`src/rtl/progmem_prefetch.sv`:
```
// progmem_prefetch: sequential instruction-fetch engine in front of the program
// memory. Issues Avalon-style word reads, queues returned words with their
// address and error flag in a shift-register FIFO whose head drives the
// instruction stream directly from flops, and flushes/restarts on PC redirect.
module progmem_prefetch #(
    parameter int unsigned DEPTH      = 4,
    parameter int unsigned ADDR_W     = 10,
    parameter int unsigned RESET_ADDR = 0
) (
    input  logic              clk,
    input  logic              rst_n,
    input  logic              fetch_en,
    input  logic              redirect,
    input  logic [ADDR_W-1:0] redirect_addr,
    output logic [ADDR_W-1:0] mem_address,
    output logic              mem_read,
    input  logic [31:0]       mem_readdata,
    input  logic [1:0]        mem_response,
    input  logic              mem_waitrequest,
    output logic              inst_valid,
    output logic [31:0]       inst_data,
    output logic [ADDR_W-1:0] inst_addr,
    output logic              inst_err,
    input  logic              inst_ready
);

    localparam int unsigned       CW       = $clog2(DEPTH + 1);
    localparam logic [CW-1:0]     DEPTH_C  = CW'(DEPTH);
    localparam logic [CW-1:0]     CNT_ONE  = CW'(1);
    localparam logic [ADDR_W-1:0] ADDR_ONE = ADDR_W'(1);

    typedef enum logic [1:0] {
        ST_IDLE = 2'd0,
        ST_REQ  = 2'd1,
        ST_DROP = 2'd2
    } state_e;

    state_e              state_q;
    logic [ADDR_W-1:0]   fetch_addr_q;
    logic [ADDR_W-1:0]   mem_address_q;
    logic                mem_read_q;
    logic [CW-1:0]       count_q;
    logic [CW-1:0]       count_d;
    logic                accept_s;
    logic                push_s;
    logic                pop_s;
    logic [CW-1:0]       widx_s;

    // Shift-register FIFO: entry 0 is always the head, so inst_* come straight from flops.
    logic [ADDR_W-1:0]   ent_addr_q [DEPTH];
    logic [31:0]         ent_data_q [DEPTH];
    logic [DEPTH-1:0]    ent_err_q;
    logic [DEPTH-1:0]    ent_vld_q;
    logic [ADDR_W-1:0]   ent_addr_d [DEPTH];
    logic [31:0]         ent_data_d [DEPTH];
    logic [DEPTH-1:0]    ent_err_d;
    logic [DEPTH-1:0]    ent_vld_d;

    assign accept_s = mem_read_q & ~mem_waitrequest;
    // Redirect wins over both push and pop; a word accepted during DROP is never pushed.
    assign push_s   = accept_s & (state_q == ST_REQ) & ~redirect;
    assign pop_s    = ent_vld_q[0] & inst_ready & ~redirect;
    assign widx_s   = pop_s ? (count_q - CNT_ONE) : count_q;

    assign mem_address = mem_address_q;
    assign mem_read    = mem_read_q;
    assign inst_valid  = ent_vld_q[0];
    assign inst_data   = ent_data_q[0];
    assign inst_addr   = ent_addr_q[0];
    assign inst_err    = ent_err_q[0];

    // Next FIFO occupancy, used both for the FIFO and for the keep-fetching decision.
    always_comb begin
        count_d = count_q;
        if (redirect) begin
            count_d = '0;
        end else begin
            case ({push_s, pop_s})
                2'b10:   count_d = count_q + CNT_ONE;
                2'b01:   count_d = count_q - CNT_ONE;
                default: count_d = count_q;
            endcase
        end
    end

    // Next FIFO contents: shift on pop, then write the pushed word behind the last valid entry.
    always_comb begin
        ent_addr_d = ent_addr_q;
        ent_data_d = ent_data_q;
        ent_err_d  = ent_err_q;
        ent_vld_d  = ent_vld_q;
        if (redirect) begin
            ent_vld_d = '0;
        end else begin
            for (int i = 0; i < DEPTH - 1; i++) begin
                ent_addr_d[i] = pop_s ? ent_addr_q[i+1] : ent_addr_q[i];
                ent_data_d[i] = pop_s ? ent_data_q[i+1] : ent_data_q[i];
                ent_err_d[i]  = pop_s ? ent_err_q[i+1]  : ent_err_q[i];
                ent_vld_d[i]  = pop_s ? ent_vld_q[i+1]  : ent_vld_q[i];
            end
            ent_vld_d[DEPTH-1] = pop_s ? 1'b0 : ent_vld_q[DEPTH-1];
            for (int i = 0; i < DEPTH; i++) begin
                if (push_s && (CW'(i) == widx_s)) begin
                    ent_addr_d[i] = mem_address_q;
                    ent_data_d[i] = mem_readdata;
                    ent_err_d[i]  = (mem_response != 2'b00);
                    ent_vld_d[i]  = 1'b1;
                end else begin
                    ent_vld_d[i]  = ent_vld_d[i];
                end
            end
        end
    end

    // FIFO storage and occupancy registers.
    always_ff @(posedge clk or negedge rst_n) begin
        if (!rst_n) begin
            for (int i = 0; i < DEPTH; i++) begin
                ent_addr_q[i] <= '0;
                ent_data_q[i] <= 32'd0;
            end
            ent_err_q <= '0;
            ent_vld_q <= '0;
            count_q   <= '0;
        end else begin
            ent_addr_q <= ent_addr_d;
            ent_data_q <= ent_data_d;
            ent_err_q  <= ent_err_d;
            ent_vld_q  <= ent_vld_d;
            count_q    <= count_d;
        end
    end

    // Read-master FSM; mem_address/mem_read are held while the slave stalls, redirect included.
    always_ff @(posedge clk or negedge rst_n) begin
        if (!rst_n) begin
            state_q       <= ST_IDLE;
            fetch_addr_q  <= ADDR_W'(RESET_ADDR);
            mem_address_q <= '0;
            mem_read_q    <= 1'b0;
        end else begin
            case (state_q)
                ST_IDLE: begin
                    if (redirect) begin
                        fetch_addr_q <= redirect_addr;
                    end else if (fetch_en && (count_q < DEPTH_C)) begin
                        state_q       <= ST_REQ;
                        mem_address_q <= fetch_addr_q;
                        mem_read_q    <= 1'b1;
                    end else begin
                        mem_read_q    <= 1'b0;
                    end
                end
                ST_REQ: begin
                    if (redirect) begin
                        fetch_addr_q <= redirect_addr;
                        if (accept_s) begin
                            state_q    <= ST_IDLE;
                            mem_read_q <= 1'b0;
                        end else begin
                            state_q    <= ST_DROP;
                        end
                    end else if (accept_s) begin
                        fetch_addr_q <= fetch_addr_q + ADDR_ONE;
                        if (fetch_en && (count_d < DEPTH_C)) begin
                            mem_address_q <= fetch_addr_q + ADDR_ONE;
                        end else begin
                            state_q    <= ST_IDLE;
                            mem_read_q <= 1'b0;
                        end
                    end else begin
                        mem_read_q <= 1'b1;
                    end
                end
                ST_DROP: begin
                    if (redirect) begin
                        fetch_addr_q <= redirect_addr;
                    end else begin
                        fetch_addr_q <= fetch_addr_q;
                    end
                    if (accept_s) begin
                        if (fetch_en) begin
                            state_q       <= ST_REQ;
                            mem_address_q <= redirect ? redirect_addr : fetch_addr_q;
                            mem_read_q    <= 1'b1;
                        end else begin
                            state_q    <= ST_IDLE;
                            mem_read_q <= 1'b0;
                        end
                    end else begin
                        mem_read_q <= 1'b1;
                    end
                end
                default: begin
                    state_q    <= ST_IDLE;
                    mem_read_q <= 1'b0;
                end
            endcase
        end
    end

endmodule
```
`config.mk`:
```
export PLATFORM = sky130hd
export DESIGN_NAME = progmem_prefetch
export DESIGN_NICKNAME = d
export VERILOG_FILES = /design/src/rtl/progmem_prefetch.sv
export SDC_FILE = /design/constraint.sdc
export NUM_CORES = 1
export LEC_CHECK = 0
export ABC_AREA = 1
export CORE_MARGIN = 3
export CORE_UTILIZATION = 53
export CTS_BUF_LIST = sky130_fd_sc_hd__clkbuf_8 sky130_fd_sc_hd__clkbuf_16
export CTS_CLUSTER_SIZE = 8
export DETAILED_ROUTE_END_ITERATION = 10
export PLACE_DENSITY = 0.79
export SLEW_MARGIN = 20
export SYNTH_ARGS = -nofsm -noshare
export SYNTH_HDL_FRONTEND = slang
export SYNTH_SLANG_ARGS = --single-unit
export TNS_END_PERCENT = 20
```
`constraint.sdc`:
```
create_clock -name clk -period 2.5 [get_ports clk]
set_input_delay 0.625 -clock clk [delete_from_list [all_inputs] [get_ports clk]]
set_output_delay 0.625 -clock clk [all_outputs]
set_load 0.02 [all_outputs]
```
# Yosys cells after proc, flatten, opt, wreduce, memory -nomap -nowiden

Cells that the tools add are included.

Mux-type cells: 60
Add/sub/neg operators: 3
$lt $le $gt $ge: 2
Reductions and logical operators: 27
Equal/unequal tests: 18
Bitwise logic cells: 7

Operators with widths:

| kind                    | number |
|---|---|
| $mux W32                | 6 |
| $mux W10                | 16 |
| $pmux W10 S3            | 1 |
| $mux W1                 | 23 |
| $pmux W10 S2            | 1 |
| $reduce_bool A3 Y1      | 5 |
| $mux W2                 | 7 |
| $ne A2 B2 Y1 const B    | 6 |
| $add A10 B1 Y10 const B | 1 |
| $reduce_and A2 Y1       | 5 |
| $reduce_bool A2 Y1      | 5 |
| $ne A3 B3 Y1 const B    | 3 |
| $reduce_and A8 Y1       | 1 |
| $eq A2 B3 Y1 const A    | 2 |
| $logic_and A1 B1 Y1     | 6 |
| $lt A3 B3 Y1 const B    | 2 |
| $mux W3                 | 2 |
| $pmux W2 S3             | 1 |
| $pmux W3 S2             | 1 |
| $and A1 B1 Y1           | 5 |
| $reduce_and A5 Y1       | 1 |
| $eq A2 B1 Y1 const B    | 2 |
| $eq A2 B2 Y1 const B    | 2 |
| $mux W4                 | 1 |
| other kinds (11)        | 12 |

Logic and storage cells: 138
Output and inout bits: 55
Bits of input ports: 50
Bits in registers: 202

# Longest topological paths before layout

Depth in word-level cells: 13
Mapped depth: 18
Gate-level depth less buffers: 17

# Worst setup path after synthesis

No wires, ideal clock.

Kind: input to register
Start point: in mem_waitrequest
End point: reg mem_address_q[9], in the netlist mem_address[9]
Cell stages on the path: 17
Arrival time: 2.618 ns
Setup time: 0.066 ns
Data required time: 2.434 ns
Slack: -0.184 ns
Buffers on the path: 2
Cell sequence: nor2_2 -> inv_1 -> nor2_1 -> nand2_2 -> inv_2 -> buf_1 -> ha_1 -> inv_1 -> nand2_1 -> nand2_1 -> nand2_1 -> nand2_1 -> nand3_1 -> nand2_1 -> clkbuf_1 -> nand4_1 -> nand2_1

Cells in the longest elaborated chain, start to end: 11
Elaborated cells between the ends (all ways): 14
Those cells by class: order compare: 1; eq/ne: 5; mux: 2; bitwise: 4; reduce/logical: 2

RTL lines:

| what                                                | RTL line | text |
|---|---|---|
| start, declared                                     | 19       | `input logic mem_waitrequest,` |
| $not A1 Y1 (*)                                      | 59       | `assign accept_s = mem_read_q & ~mem_waitrequest;` |
| $and A1 B1 Y1 (*)                                   | 59       |  |
| $and A1 B1 Y1 (2 in a row)                          | 61       | `assign push_s = accept_s & (state_q == ST_REQ) & ~redirect;` |
| $eq A2 B1 Y1 / $eq A2 B2 Y1 (equally long branches) | 78       | `case ({push_s, pop_s})` |
| $pmux W3 S2                                         | 78       |  |
| $mux W3                                             | 75       | `if (redirect) begin` |
| $lt A3 B3 Y1                                        | 165      | `if (fetch_en && (count_d < DEPTH_C)) begin` |
| $logic_and A1 B1 Y1                                 | 165      |  |
| $ne A2 B1 Y1 (no source line)                       | --       |  |
| $reduce_and A8 Y1 (no source line) (*)              | --       |  |
| end signal, assigned                                | 148      | `mem_address_q <= fetch_addr_q;` |
| end signal, assigned                                | 166      | `mem_address_q <= fetch_addr_q + ADDR_ONE;` |
| end signal, assigned                                | 184      | `mem_address_q <= redirect ? redirect_addr : fetch_addr_q;` |
| end, declared                                       | 40       | `logic [ADDR_W-1:0] mem_address_q;` |

Every way passes the cells marked *; elsewhere a longest branch is shown, timed or not.
A chain may end at the register's enable or synchronous reset.

# Worst setup path in the final report

Start point: in mem_waitrequest
End point: reg ent_addr_q[15] in the netlist's numbering

Cells in the longest elaborated chain, start to end: 7
Elaborated cells between the ends (all ways): 8
Those cells by class: mux: 1; bitwise: 4; reduce/logical: 3

RTL lines:

| what                                | RTL line | text |
|---|---|---|
| $not A1 Y1 (*)                      | 59       |  |
| $and A1 B1 Y1 (*)                   | 59       |  |
| $and A1 B1 Y1 (*) (2 in a row)      | 61       |  |
| $logic_and A1 B1 Y1 (*)             | 103      | `if (push_s && (CW'(i) == widx_s)) begin` |
| $reduce_bool A2 Y1 (no source line) | --       |  |
| $reduce_and A2 Y1 (no source line)  | --       |  |
| end signal, assigned                | 126      | `ent_addr_q <= ent_addr_d;` |
| end, declared                       | 50       | `logic [ADDR_W-1:0] ent_addr_q [DEPTH];` |

Marks and branches as above.

==> out/metrics.yaml <==
status: "finished clean"
drt-total-wl_microns: 30000
relSlewSlack_pct: 56.0
final-seq-area_sq_um: 5050
netlist_area_sq_um: 11500
slowest_stage: "buf_4"
yosys_most_used_dff: "dfrtp_1"
ant_nets: 0
powerDensity_nw_per_um2: 844
crit_fanout: 45
drive_gt1_share_pct: 7.88
grt_pass1_vias: 10500
max-cap-violations: 0
die_x_microns: 153
clk_root_buffer_cell: "clkbuf_16"
cts_buffer_depth: 3
critPathCaptureType: "flop"
tightest_slew_ps: 660
drtIter0Drc: 856
cts_buffers: 29
cts_setup_buffers: 0
start_util_pct: 54.2
grt_max_degree: 75
grt.total_usage_pct: 25.6
crit_chain: "clkdlybuf4s50_1 -> nor2_2 -> inv_1 -> nor2_1 -> nand2_2 -> inv_2 -> buf_4 -> nand3_4 -> nand2_2 -> buf_4 -> nand3_1 -> nand2_1"
diodes: 0
vdd_drop_max_uv: 720
tritoncts: "done"
yosysWarnings: 0
coreArea_sq_um: 21200
finalHoldViolCount: 0
routedWlPerCell_microns: 16.0
die_h_microns: 153
numPortBuffers: 104
hold_path.class: "primary input to asynchronous set/reset pin"
place_congestion: 0.883
dp.cells: 1844
cts_sinks: 202
nFillCells: 1767
viasPerCell: 5.71
final_common_cell: "nand2_1"
setup_violations: 0
synth_seq_cells: 202
drv_slew: 0
fin_skew_ps: 15.2
netlist_instances: 1548
p_leak_uw: 0.00709
worstSetupPathType: "primary input to flop"
dieArea_sq_um: 23400
area_delta_synth_final_pct: 18.0
first_pass_iters: 5
hold_buffers: 0
setup_slack_ps: 135
syn_area_per_cell_sq_um: 7.40
slowest_delay_ps: 470
nNetsFinal: 1659
crit_family: "buffers and inverters"
clock_latency_ps: 530
final_cell_mix: "nand2_1 (388), nand3_1 (298), inv_1 (206)"
rsz0062_at_grt: "no"
dp_slack_ps: -361
synth_edf_count: 0
ios: 105
final_cells: 1875
dp_hpwl_microns: 19000
synth-async-reset-ratio_pct: 100
synth_cell_types: 37
arrival_ps: 2830
multi_input_area_sq_um: 4810
grt_antenna_before_repair: 0
vias: 10700
ys_seq_area_share_pct: 44.1
cts-resized-gates: 0
min_period_ps: 2360
cp_num_buf_inv: 5
max_freq_ghz: 0.423
grt_pass1_wl_microns: 51400
drc: 0
rows: 53
period_share_pct: 94.6
critPathRequiredTime_ps: 2960
cp-start-kind: "primary input"
overflow: 0
synth_nets: 1607
cts_max_level: 1
clk_pin_slew_ps: 50
-- where the power goes --
group,total (uW),switching (uW),leakage (uW),internal (uW)
Combinational,3910,2400,0.00396,1510
Clock,3360,1340,0.000366,2020
Sequential,4140,412,0.00277,3730
-- per-layer routing --
layer | vias to the layer above | wire [microns] | GRT usage [%]
met5 | - | 0 | 0
met4 | 0 | 834 | 8.61
met3 | 73 | 2470 | 3.54
met2 | 507 | 14400 | 42.7
met1 | 4996 | 12300 | 34.7
li1 | 5136 | - | -
-- final timing paths --
| check | end | depth (start not counted) | slack [ps] | from |
|---|---|---|---|---|
| worst max-delay path | ent_addr_q[15]$_DFFE_PN0P_ | 12 | 140 | mem_waitrequest |
| min in group clk | ent_data_q[15]$_DFFE_PN0P_ | 2 | 480 | ent_data_q[15]$_DFFE_PN0P_ |
| worst max register to register | ent_addr_q[15]$_DFFE_PN0P_ | 12 | 300 | mem_read$_DFFE_PN0P_ |
| worst min-delay path | inst_data[7]$_DFFE_PN0P_ | 1 | 140 | rst_n |
| worst min register to register | ent_data_q[15]$_DFFE_PN0P_ | 2 | 480 | ent_data_q[15]$_DFFE_PN0P_ |
| max in group asynchronous | inst_data[31]$_DFFE_PN0P_ | 2 | 1660 | rst_n |
-- synth_stat cells, types with 2 or more instances --
library cell	count	area share (%)
nor2_4	2	0.20
buf_1	18	0.59
buf_2	36	1.6
o21ai_1	4	0.17
a21oi_1	21	0.92
nor3_1	2	0.087
buf_4	44	2.9
a31oi_1	2	0.11
nor2_1	24	0.79
nand3_1	299	13
nand3_2	2	0.17
buf_6	6	0.59
nand2_2	6	0.33
a41oi_1	6	0.46
nand2_1	388	13
inv_2	3	0.098
xor2_1	2	0.15
ha_1	9	0.98
a22oi_1	8	0.52
clkbuf_1	51	1.7
o21ai_0	60	2.6
nand4_1	133	7.3
inv_1	206	6.7
dfrtp_1	202	44
nand2_4	2	0.20
-- cells by family after synthesis --
kind of cell | Yosys count | share of synthesized area (%)
and+or+nand+nor | 864 | 35.4
buffers and inverters | 366 | 14.2
DFF | 202 | 44.1
AOI/OAI and AO/OA | 105 | 5.09
adders and majority gates | 9 | 0.983
xor gates and xnor gates | 2 | 0.153
-- stage by stage --
stage / area (sq um) / util (%) / hold slack [ps] / TNS, ps / total power (uW)
after global placement: 12800 / 60.4 / 467 / -22640 / 7980
after floorplan: 11500 / - / 329 / 0 / 6730
after detailed placement: 12800 / 60.4 / 473 / -31890 / 8060
final: 13500 / 63.9 / 136 / 0 / 11400
after global routing: 13500 / 63.9 / 183 / 0 / 12000
after CTS: 13500 / 63.9 / 165 / 0 / 11400
-- cell type report --
type                    count  area share [%]
flip-flops and latches    202            37.4
well taps                 275            2.55
multi-input cells         980            35.6
inverters                 211            5.88
clock buffers              29            5.37
clock inverters             2           0.130
repair buffers            176            13.1
-- flip-flops by register name, indices dropped and copies added (netlist names) --
signal and cells:
inst_addr 10, mem_address 10, mem_read 1, state_q 2, ent_data_q 96, ent_err_q 4, count_q 3, fetch_addr_q 10
ent_vld_q 4, ent_addr_q 30, inst_data 32
Power figures use the tool's default switching activity.
